$ cat src/rtl/wb_bus_arbiter_if.sv
`default_nettype none
// ============================================================================
// wb_bus_arbiter_if : bundles the two CPU-side master ports and the shared
//                     memory-side port of wb_bus_arbiter.
// Revision : 1.0
// ============================================================================
interface wb_bus_arbiter_if #(
  parameter int AW = 16,
  parameter int DW = 16,
  parameter int SW = 4
);
  logic          m0_stb_i;
  logic [AW-1:0] m0_adr_i;
  logic [DW-1:0] m0_dat_o;
  logic          m0_ack_o;
  logic          m0_err_o;

  logic          m1_stb_i;
  logic          m1_we_i;
  logic [SW-1:0] m1_sel_i;
  logic [AW-1:0] m1_adr_i;
  logic [DW-1:0] m1_dat_i;
  logic [DW-1:0] m1_dat_o;
  logic          m1_ack_o;
  logic          m1_err_o;

  logic          s_cyc_o;
  logic          s_stb_o;
  logic          s_we_o;
  logic [SW-1:0] s_sel_o;
  logic [AW-1:0] s_adr_o;
  logic [DW-1:0] s_dat_o;
  logic [DW-1:0] s_dat_i;
  logic          s_ack_i;

  // Arbiter view: slave to both CPU masters, driver of the memory port.
  modport slave (
    input  m0_stb_i, m0_adr_i,
    output m0_dat_o, m0_ack_o, m0_err_o,
    input  m1_stb_i, m1_we_i, m1_sel_i, m1_adr_i, m1_dat_i,
    output m1_dat_o, m1_ack_o, m1_err_o,
    output s_cyc_o, s_stb_o, s_we_o, s_sel_o, s_adr_o, s_dat_o,
    input  s_dat_i, s_ack_i
  );

  // Surrounding-system view: CPU masters and memory model.
  modport master (
    output m0_stb_i, m0_adr_i,
    input  m0_dat_o, m0_ack_o, m0_err_o,
    output m1_stb_i, m1_we_i, m1_sel_i, m1_adr_i, m1_dat_i,
    input  m1_dat_o, m1_ack_o, m1_err_o,
    input  s_cyc_o, s_stb_o, s_we_o, s_sel_o, s_adr_o, s_dat_o,
    output s_dat_i, s_ack_i
  );
endinterface
`default_nettype wire

$ cat src/rtl/wb_bus_arbiter.sv
`default_nettype none
// ============================================================================
// wb_bus_arbiter : round-robin Wishbone arbiter, fetch (M0) and load/store (M1)
//                  masters onto one memory slave. Optional macro:
//                  WB_ARB_TIMEOUT_EN (abort with mx_err_o after TIMEOUT cycles).
// Revision : 1.0
// ============================================================================
module wb_bus_arbiter #(
  parameter int AW      = 16,
  parameter int DW      = 16,
  parameter int SW      = 4,
  parameter int TIMEOUT = 16
) (
  input  logic             clk,
  input  logic             rst,
  wb_bus_arbiter_if.slave  bus
);

  typedef enum logic [1:0] {
    IDLE = 2'd0,
    GNT0 = 2'd1,
    GNT1 = 2'd2
  } state_t;

  state_t state_q, state_d;
  logic   last_q, last_d;   // 0: M0 granted last, 1: M1 granted last

  always_ff @(posedge clk) begin
    if (rst) begin
      state_q <= IDLE;
      last_q  <= 1'b1;
    end else begin
      state_q <= state_d;
      last_q  <= last_d;
    end
  end

`ifdef WB_ARB_TIMEOUT_EN
  localparam int CW = (TIMEOUT > 1) ? $clog2(TIMEOUT) : 1;

  logic [CW-1:0] cnt_q, cnt_d;
  logic          timeout_hit;

  assign timeout_hit = (state_q != IDLE) && (cnt_q == CW'(TIMEOUT - 1));

  // Every grant is entered from IDLE, so clearing there restarts the count.
  always_comb begin
    cnt_d = '0;
    if ((state_q != IDLE) && !bus.s_ack_i && !timeout_hit) begin
      cnt_d = cnt_q + CW'(1);
    end
  end

  always_ff @(posedge clk) begin
    if (rst) begin
      cnt_q <= '0;
    end else begin
      cnt_q <= cnt_d;
    end
  end
`else
  logic [31:0] unused_timeout;
  assign unused_timeout = 32'(TIMEOUT);
`endif

  assign bus.m0_dat_o = bus.s_dat_i;
  assign bus.m1_dat_o = bus.s_dat_i;

  always_comb begin
    state_d      = state_q;
    last_d       = last_q;
    bus.s_cyc_o  = 1'b0;
    bus.s_stb_o  = 1'b0;
    bus.s_we_o   = 1'b0;
    bus.s_sel_o  = {SW{1'b0}};
    bus.s_adr_o  = {AW{1'b0}};
    bus.s_dat_o  = {DW{1'b0}};
    bus.m0_ack_o = 1'b0;
    bus.m1_ack_o = 1'b0;
    bus.m0_err_o = 1'b0;
    bus.m1_err_o = 1'b0;

    case (state_q)
      IDLE: begin
        if (bus.m0_stb_i && (!bus.m1_stb_i || last_q)) begin
          state_d = GNT0;
        end else if (bus.m1_stb_i) begin
          state_d = GNT1;
        end
      end

      GNT0: begin
        bus.s_cyc_o = 1'b1;
        bus.s_stb_o = bus.m0_stb_i;
        bus.s_sel_o = {SW{1'b1}};
        bus.s_adr_o = bus.m0_adr_i;
        if (!bus.m0_stb_i) begin
          state_d = IDLE;
        end else if (bus.s_ack_i) begin
          bus.m0_ack_o = 1'b1;
          last_d       = 1'b0;
          state_d      = IDLE;
        end
`ifdef WB_ARB_TIMEOUT_EN
        else if (timeout_hit) begin
          bus.m0_err_o = 1'b1;
          last_d       = 1'b0;
          state_d      = IDLE;
        end
`endif
      end

      GNT1: begin
        bus.s_cyc_o = 1'b1;
        bus.s_stb_o = bus.m1_stb_i;
        bus.s_we_o  = bus.m1_we_i;
        bus.s_sel_o = bus.m1_sel_i;
        bus.s_adr_o = bus.m1_adr_i;
        bus.s_dat_o = bus.m1_dat_i;
        if (!bus.m1_stb_i) begin
          state_d = IDLE;
        end else if (bus.s_ack_i) begin
          bus.m1_ack_o = 1'b1;
          last_d       = 1'b1;
          state_d      = IDLE;
        end
`ifdef WB_ARB_TIMEOUT_EN
        else if (timeout_hit) begin
          bus.m1_err_o = 1'b1;
          last_d       = 1'b1;
          state_d      = IDLE;
        end
`endif
      end

      default: begin
        state_d = IDLE;
      end
    endcase
  end

endmodule
`default_nettype wire

$ cat src/flat_wrapper.sv
// flat-port wrapper written by rule: the top's interface ports become plain ports
module wb_bus_arbiter_flat 
#(
  parameter int AW      = 16,
  parameter int DW      = 16,
  parameter int SW      = 4,
  parameter int TIMEOUT = 16
)
  (clk, rst, bus_m0_stb_i, bus_m0_adr_i, bus_m0_dat_o, bus_m0_ack_o, bus_m0_err_o, bus_m1_stb_i, bus_m1_we_i, bus_m1_sel_i, bus_m1_adr_i, bus_m1_dat_i, bus_m1_dat_o, bus_m1_ack_o, bus_m1_err_o, bus_s_cyc_o, bus_s_stb_o, bus_s_we_o, bus_s_sel_o, bus_s_adr_o, bus_s_dat_o, bus_s_dat_i, bus_s_ack_i);
  wb_bus_arbiter_if #(.AW(AW), .DW(DW), .SW(SW)) bus_i ();
  input  logic clk;
  input  logic rst;
  input wire logic [$bits(bus_i.m0_stb_i)-1:0] bus_m0_stb_i;
  input wire logic [$bits(bus_i.m0_adr_i)-1:0] bus_m0_adr_i;
  output wire logic [$bits(bus_i.m0_dat_o)-1:0] bus_m0_dat_o;
  output wire logic [$bits(bus_i.m0_ack_o)-1:0] bus_m0_ack_o;
  output wire logic [$bits(bus_i.m0_err_o)-1:0] bus_m0_err_o;
  input wire logic [$bits(bus_i.m1_stb_i)-1:0] bus_m1_stb_i;
  input wire logic [$bits(bus_i.m1_we_i)-1:0] bus_m1_we_i;
  input wire logic [$bits(bus_i.m1_sel_i)-1:0] bus_m1_sel_i;
  input wire logic [$bits(bus_i.m1_adr_i)-1:0] bus_m1_adr_i;
  input wire logic [$bits(bus_i.m1_dat_i)-1:0] bus_m1_dat_i;
  output wire logic [$bits(bus_i.m1_dat_o)-1:0] bus_m1_dat_o;
  output wire logic [$bits(bus_i.m1_ack_o)-1:0] bus_m1_ack_o;
  output wire logic [$bits(bus_i.m1_err_o)-1:0] bus_m1_err_o;
  output wire logic [$bits(bus_i.s_cyc_o)-1:0] bus_s_cyc_o;
  output wire logic [$bits(bus_i.s_stb_o)-1:0] bus_s_stb_o;
  output wire logic [$bits(bus_i.s_we_o)-1:0] bus_s_we_o;
  output wire logic [$bits(bus_i.s_sel_o)-1:0] bus_s_sel_o;
  output wire logic [$bits(bus_i.s_adr_o)-1:0] bus_s_adr_o;
  output wire logic [$bits(bus_i.s_dat_o)-1:0] bus_s_dat_o;
  input wire logic [$bits(bus_i.s_dat_i)-1:0] bus_s_dat_i;
  input wire logic [$bits(bus_i.s_ack_i)-1:0] bus_s_ack_i;
  assign bus_i.m0_stb_i = bus_m0_stb_i;
  assign bus_i.m0_adr_i = bus_m0_adr_i;
  assign bus_m0_dat_o = bus_i.m0_dat_o;
  assign bus_m0_ack_o = bus_i.m0_ack_o;
  assign bus_m0_err_o = bus_i.m0_err_o;
  assign bus_i.m1_stb_i = bus_m1_stb_i;
  assign bus_i.m1_we_i = bus_m1_we_i;
  assign bus_i.m1_sel_i = bus_m1_sel_i;
  assign bus_i.m1_adr_i = bus_m1_adr_i;
  assign bus_i.m1_dat_i = bus_m1_dat_i;
  assign bus_m1_dat_o = bus_i.m1_dat_o;
  assign bus_m1_ack_o = bus_i.m1_ack_o;
  assign bus_m1_err_o = bus_i.m1_err_o;
  assign bus_s_cyc_o = bus_i.s_cyc_o;
  assign bus_s_stb_o = bus_i.s_stb_o;
  assign bus_s_we_o = bus_i.s_we_o;
  assign bus_s_sel_o = bus_i.s_sel_o;
  assign bus_s_adr_o = bus_i.s_adr_o;
  assign bus_s_dat_o = bus_i.s_dat_o;
  assign bus_i.s_dat_i = bus_s_dat_i;
  assign bus_i.s_ack_i = bus_s_ack_i;
  wb_bus_arbiter #(.AW(AW), .DW(DW), .SW(SW), .TIMEOUT(TIMEOUT)) u_core (.clk(clk), .rst(rst), .bus(bus_i));
endmodule
$ cat config.mk
export PLATFORM = sky130hd
export DESIGN_NAME = wb_bus_arbiter_flat
export DESIGN_NICKNAME = d
export VERILOG_FILES = /design/src/rtl/wb_bus_arbiter_if.sv /design/src/rtl/wb_bus_arbiter.sv /design/src/flat_wrapper.sv
export SDC_FILE = /design/constraint.sdc
export NUM_CORES = 1
export LEC_CHECK = 0
export BUFFER_PORTS_ARGS = -buffer_cell sky130_fd_sc_hd__buf_2
export CAP_MARGIN = 20
export CELL_PAD_IN_SITES_DETAIL_PLACEMENT = 1
export CELL_PAD_IN_SITES_GLOBAL_PLACEMENT = 1
export CORE_MARGIN = 2
export CORE_UTILIZATION = 16
export DETAILED_ROUTE_END_ITERATION = 6
export PLACE_DENSITY_LB_ADDON = 0.15
export SETUP_SLACK_MARGIN = 0.2
export SLEW_MARGIN = 40
export SYNTH_ARGS = -nofsm -noshare
export SYNTH_HDL_FRONTEND = slang
export SYNTH_SLANG_ARGS = --single-unit
$ cat constraint.sdc
create_clock -name clk -period 2.05 [get_ports clk]
set_input_delay 0.41 -clock clk [delete_from_list [all_inputs] [get_ports clk]]
set_output_delay 0.41 -clock clk [all_outputs]
set_load 0.005 [all_outputs]
## Yosys cells after proc, flatten, opt, wreduce, memory -nomap -nowiden

Index checks and enable logic that the tools add are counted.

| word-level totals | value |
|---|---|
| register bits after elaboration | 3 |
| output and inout port bits | 75 |

| cells by class | value |
|---|---|
| equal/unequal tests | 7 |
| multiplexer cells | 22 |
| reduce and logical (&&, ||, !) cells | 7 |

Operator list:

| cell | number |
|---|---|
| case mux 16 bit (2 select lines) | 1 |
| two-way mux 16 bit | 1 |
| two-way mux 1 bit | 11 |
| two-way mux 2 bit | 5 |
| inequality test 2 bit, second input constant | 4 |
| case mux 4 bit (2 select lines) | 1 |
| case mux 2 bit (3 select lines) | 1 |
| AND reduction 5 bit | 1 |
| case mux 1 bit (2 select lines) | 2 |
| inequality test 3 x 2 -> 1 bit, second input constant | 1 |
| == test 2 x 1 -> 1 bit, second input constant | 1 |
| == test 2 bit, second input constant | 1 |
| zero test 2 bit | 1 |
| nonzero test 2 bit | 1 |
| OR reduction 2 bit | 1 |
| logical AND 1 bit | 1 |
| zero test 1 bit | 1 |
| logical OR 1 bit | 1 |

## Logic depth before layout (Yosys ltp)

| logic depth | value |
|---|---|
| word-level depth | 5 |
| mapped depth | 7 |
| mapped depth without buffers | 6 |

## Worst setup path after synthesis

OpenSTA, ideal clock, no wires.

| timing | value |
|---|---|
| path type | register -> output |
| start | register u_core.state_q[0] |
| end | output bus_s_adr_o[11] |
| arrival time | 1227 ps |
| required time | 1640 ps |
| path slack | 413 ps |
| cell stages (with the launch flop) | 7 |
| buffers on the path | 2 |
| path through | dfxtp_1 inv_1 ha_1 buf_4 clkbuf_1 a22oi_1 nor2b_1 |

| on the way | value |
|---|---|
| cells in the longest elaborated chain, start to end | 2 |
| elaborated cells between the ends (all ways) | 3 |
| classes of those cells | eq/ne (2); mux (1) |

RTL lines:

| what | RTL line | RTL |
|---|---|---|
| start, declared | wb_bus_arbiter.sv:25 | `state_t state_q, state_d;` |
| start signal, assigned | wb_bus_arbiter.sv:33 | `state_q <= state_d;` |
| == test 2 bit / == test 2 x 1 -> 1 bit (equally long branches) | wb_bus_arbiter.sv:83 | `case (state_q)` |
| case mux 16 bit (2 select lines) * | wb_bus_arbiter.sv:83 |  |
| end, declared | flat_wrapper.sv:30 | `output wire logic [$bits(bus_i.s_adr_o)-1:0] bus_s_adr_o;` |

Every way passes the cells marked *; elsewhere a longest branch is shown, timed or not.

## Worst setup path after layout

| timing | value |
|---|---|
| start | register u_core.state_q[0] |
| end | output bus_s_adr_o[13] |

Same word-level chain as after synthesis.

==> impl_metrics.yaml <==
clock_network:
  clockBufferDepth: 2
  cts_root_buf: "clkbuf_8"
  cts_sinks: 3
  cts_tree: "done"
  cts_hold_buf: 0
  clk_latency_ns: 0.22
  postCtsSetupBuffers: 0
  ctsHtreeMaxLevel: 1
  cts_buffers: 3
  cts.clk_slew.worst_paths_ns: 0.04
pwr:
  p_comb_frac: 0.521
  power.share.clock: 0.348
  p_int_mw: 0.346
  power.density_nw_per_um2: 359
  power.leakage_nw: 0.742
  switching_share: 0.336
  power.total_mw: 0.521
  p_sw_mw: 0.175
  seq_power_share: 0.132
  vdd_drop_max_mv: 0.197
worst_setup_path:
  ff2ff_setup_slack_ns: 0.50
  max_stage_delay_ns: 0.38
  crit_path_start_kind: "flop"
  r2r-start: "u_core.state_q[0]$_SDFFE_PP0P_"
  cp.required_ns: 1.64
  end_kind: "output port"
  cpMaxStageDelayCell: "dfxtp_4"
  path_cells: "inv_4 -> ha_2 -> buf_6 -> a22oi_1 -> nor2b_1 -> buf_2"
  worstRegToRegCells: 7
  regToRegEndpoint: "u_core.state_q[0]$_SDFFE_PP0P_"
  crit_fanout: 9
  crit_arrival_ns: 1.37
  critical_path_class: "flop to output port"
synthesis:
  ys_seq_area_frac: 0.0630
  netlist_instances: 136
  syn-cell-area_sq_um: 953
  ys_ff_latch: 3
  synth.distinct_cells: 25
  synth_flop_cell: "dfxtp_1"
  synth_top_cell_by_area: "buf_4"
  ys_warn_count: 0
  yosys.area.top_type_share: 0.276
  synth.area.top_cells: "buf_4 (28%), a22oi_1 (15%), nor2b_1 (14%)"
  synthTopCellsByCount: "buf_4 (35), nor2b_1 (21), a22oi_1 (19)"
  async_reset_ff_frac: 0
  synthMostInstantiatedCell: "buf_4"
  synth_edf_count: 0
  syn_area_per_cell_sq_um: 7.01
detailed_routing:
  dr.pass1.iters: 4
  wl_mm: 3.47
  ant_nets: 0
  wire_per_inst_um: 12.4
  routed-via-count: 1167
  drt_iter0_drc: 18
  post-route-drc-count: 0
  vias_per_cell: 4.18
floorplan:
  ios: 149
  initial_core_util: 0.163
  die-area_sq_um: 6590
  die_h_um: 81.2
  num_rows: 28
  die_width_um: 81.2
  coreArea_sq_um: 5850
global_route:
  antenna_found_initial: 0
  grt_use_total: 0.0980
  grt_pass1_wl_mm: 5.16
  overflow: 0
  grt_pass1_vias: 1145
  grt_max_degree: 15
hold_path:
  hold_depth: 2
  hold_class: "input pin to flop"
  hold-path-endpoint: "u_core.state_q[0]$_SDFFE_PP0P_"
  min_from: "rst"
final_layout:
  nFillCells: 756
  syn2layout_area_growth_pct: 52.4
  nets: 284
  antenna_cells: 0
  drive_above_1_share: 0.613
timing:
  finalCriticalPeriod_ns: 1.78
  fmax_mhz: 562
  slew_violations: 0
  rsz0062_at_grt: "true"
  tns_ns: 0
  final_hold_viol_count: 0
  clock_skew_ns: 0.00661
  setup_viol: 0
  fin_crit_sh: 0.868
outcome:
  status: "complete, no violations"
placement:
  portBuffers: 98
  dp_hpwl_mm: 2.82
  gp_congestion: 0.711
run:
  cap_violations: 0
-- timing repair --
item | CTS | global route
gates resized for setup | 8 | 19
endpoints found under the setup margin | 33 | 32
cloned | 1 | 0
-- through the flow --
| stage | setup WS [ns] | utilization | cells | cell area (sq um) | hold slack, ns |
|---|---|---|---|---|---|
| global route | 0.190 | 0.248 | 279 | 1450 | 0.398 |
| floorplan | 0.413 | - | 137 | 957 | 0.472 |
| global placement | 0.302 | 0.222 | 274 | 1300 | 0.518 |
| detailed placement | 0.256 | 0.222 | 274 | 1300 | 0.528 |
| CTS | 0.197 | 0.235 | 279 | 1370 | 0.398 |
| finish | 0.271 | 0.248 | 279 | 1450 | 0.386 |
-- final cells by class --
class	instances	area, sq um	share of cell area
Clock buffer	4	45.0	0.0310
Inverter	4	17.5	0.0121
Multi-Input combinational cell	87	656	0.451
Sequential cell	3	67.6	0.0465
Tap cell	75	93.8	0.0646
Timing Repair Buffer	106	573	0.394
-- cells in the final DEF, fill, tap and decap left out, types with 2 or more instances in the layout --
master    count
a22oi_1      14
a21oi_1       5
ha_4          3
buf_2        98
nor2b_1      20
dfxtp_4       2
o21ai_0       3
or3_1         2
a22oi_2       5
buf_4         2
inv_1         2
and2_1       17
conb_1        2
buf_6         6
nand2_1       2
clkbuf_8      3
-- worst max-delay path by stage --
stage | start | endpoint | depth (start not counted)
global route | u_core.state_q[0]$_SDFFE_PP0P_ | bus_s_adr_o[11] | 6
detailed placement | u_core.state_q[0]$_SDFFE_PP0P_ | bus_s_dat_o[13] | 5
floorplan | u_core.state_q[0]$_SDFFE_PP0P_ | bus_s_adr_o[11] | 6
global placement | u_core.state_q[0]$_SDFFE_PP0P_ | bus_s_dat_o[7] | 5
CTS | u_core.state_q[0]$_SDFFE_PP0P_ | bus_s_dat_o[13] | 5
finish | u_core.state_q[0]$_SDFFE_PP0P_ | bus_s_adr_o[13] | 6
-- registers in the layout, indices dropped and copies added, names as in the netlist --
name            flops
u_core.last_q       1
u_core.state_q      2
-- metal layers --
metal  share of wire  global-route usage
met3            0.13              0.0233
met2            0.48               0.190
met5               0                   0
met1            0.38               0.105
met4           0.012              0.0254
-- critical path: cells and delay by family, from the launching register on --
kind	cells	cell delay, ns
compound gates	1	0.17
fa+ha+maj	1	0.20
buf+inv	3	0.33
simple gates	1	0.06
flops	1	0.38
-- cell families (layout without fill, tap and decap cells) --
kind of cell | Yosys count | count (layout) | share of synthesized area
flip-flops | 3 | 3 | 0.0630
AND/OR/NAND/NOR | 47 | 47 | 0.299
AO/OA/AOI/OAI | 33 | 33 | 0.244
other | 1 | 2 | 0.00393
adder cells (fa/ha/maj) | 5 | 5 | 0.0656
buffers and inverters | 47 | 114 | 0.324
-- power by group through the flow --
stage,clock [mW],combinational [mW],sequential [mW]
CTS,0.182,0.258,0.0679
floorplan,0,0.168,0.0662
global route,0.190,0.304,0.0694
detailed placement,0,0.240,0.0676
global placement,0,0.243,0.0674
finish,0.181,0.271,0.0687
(Power assumes the default switching activity.)
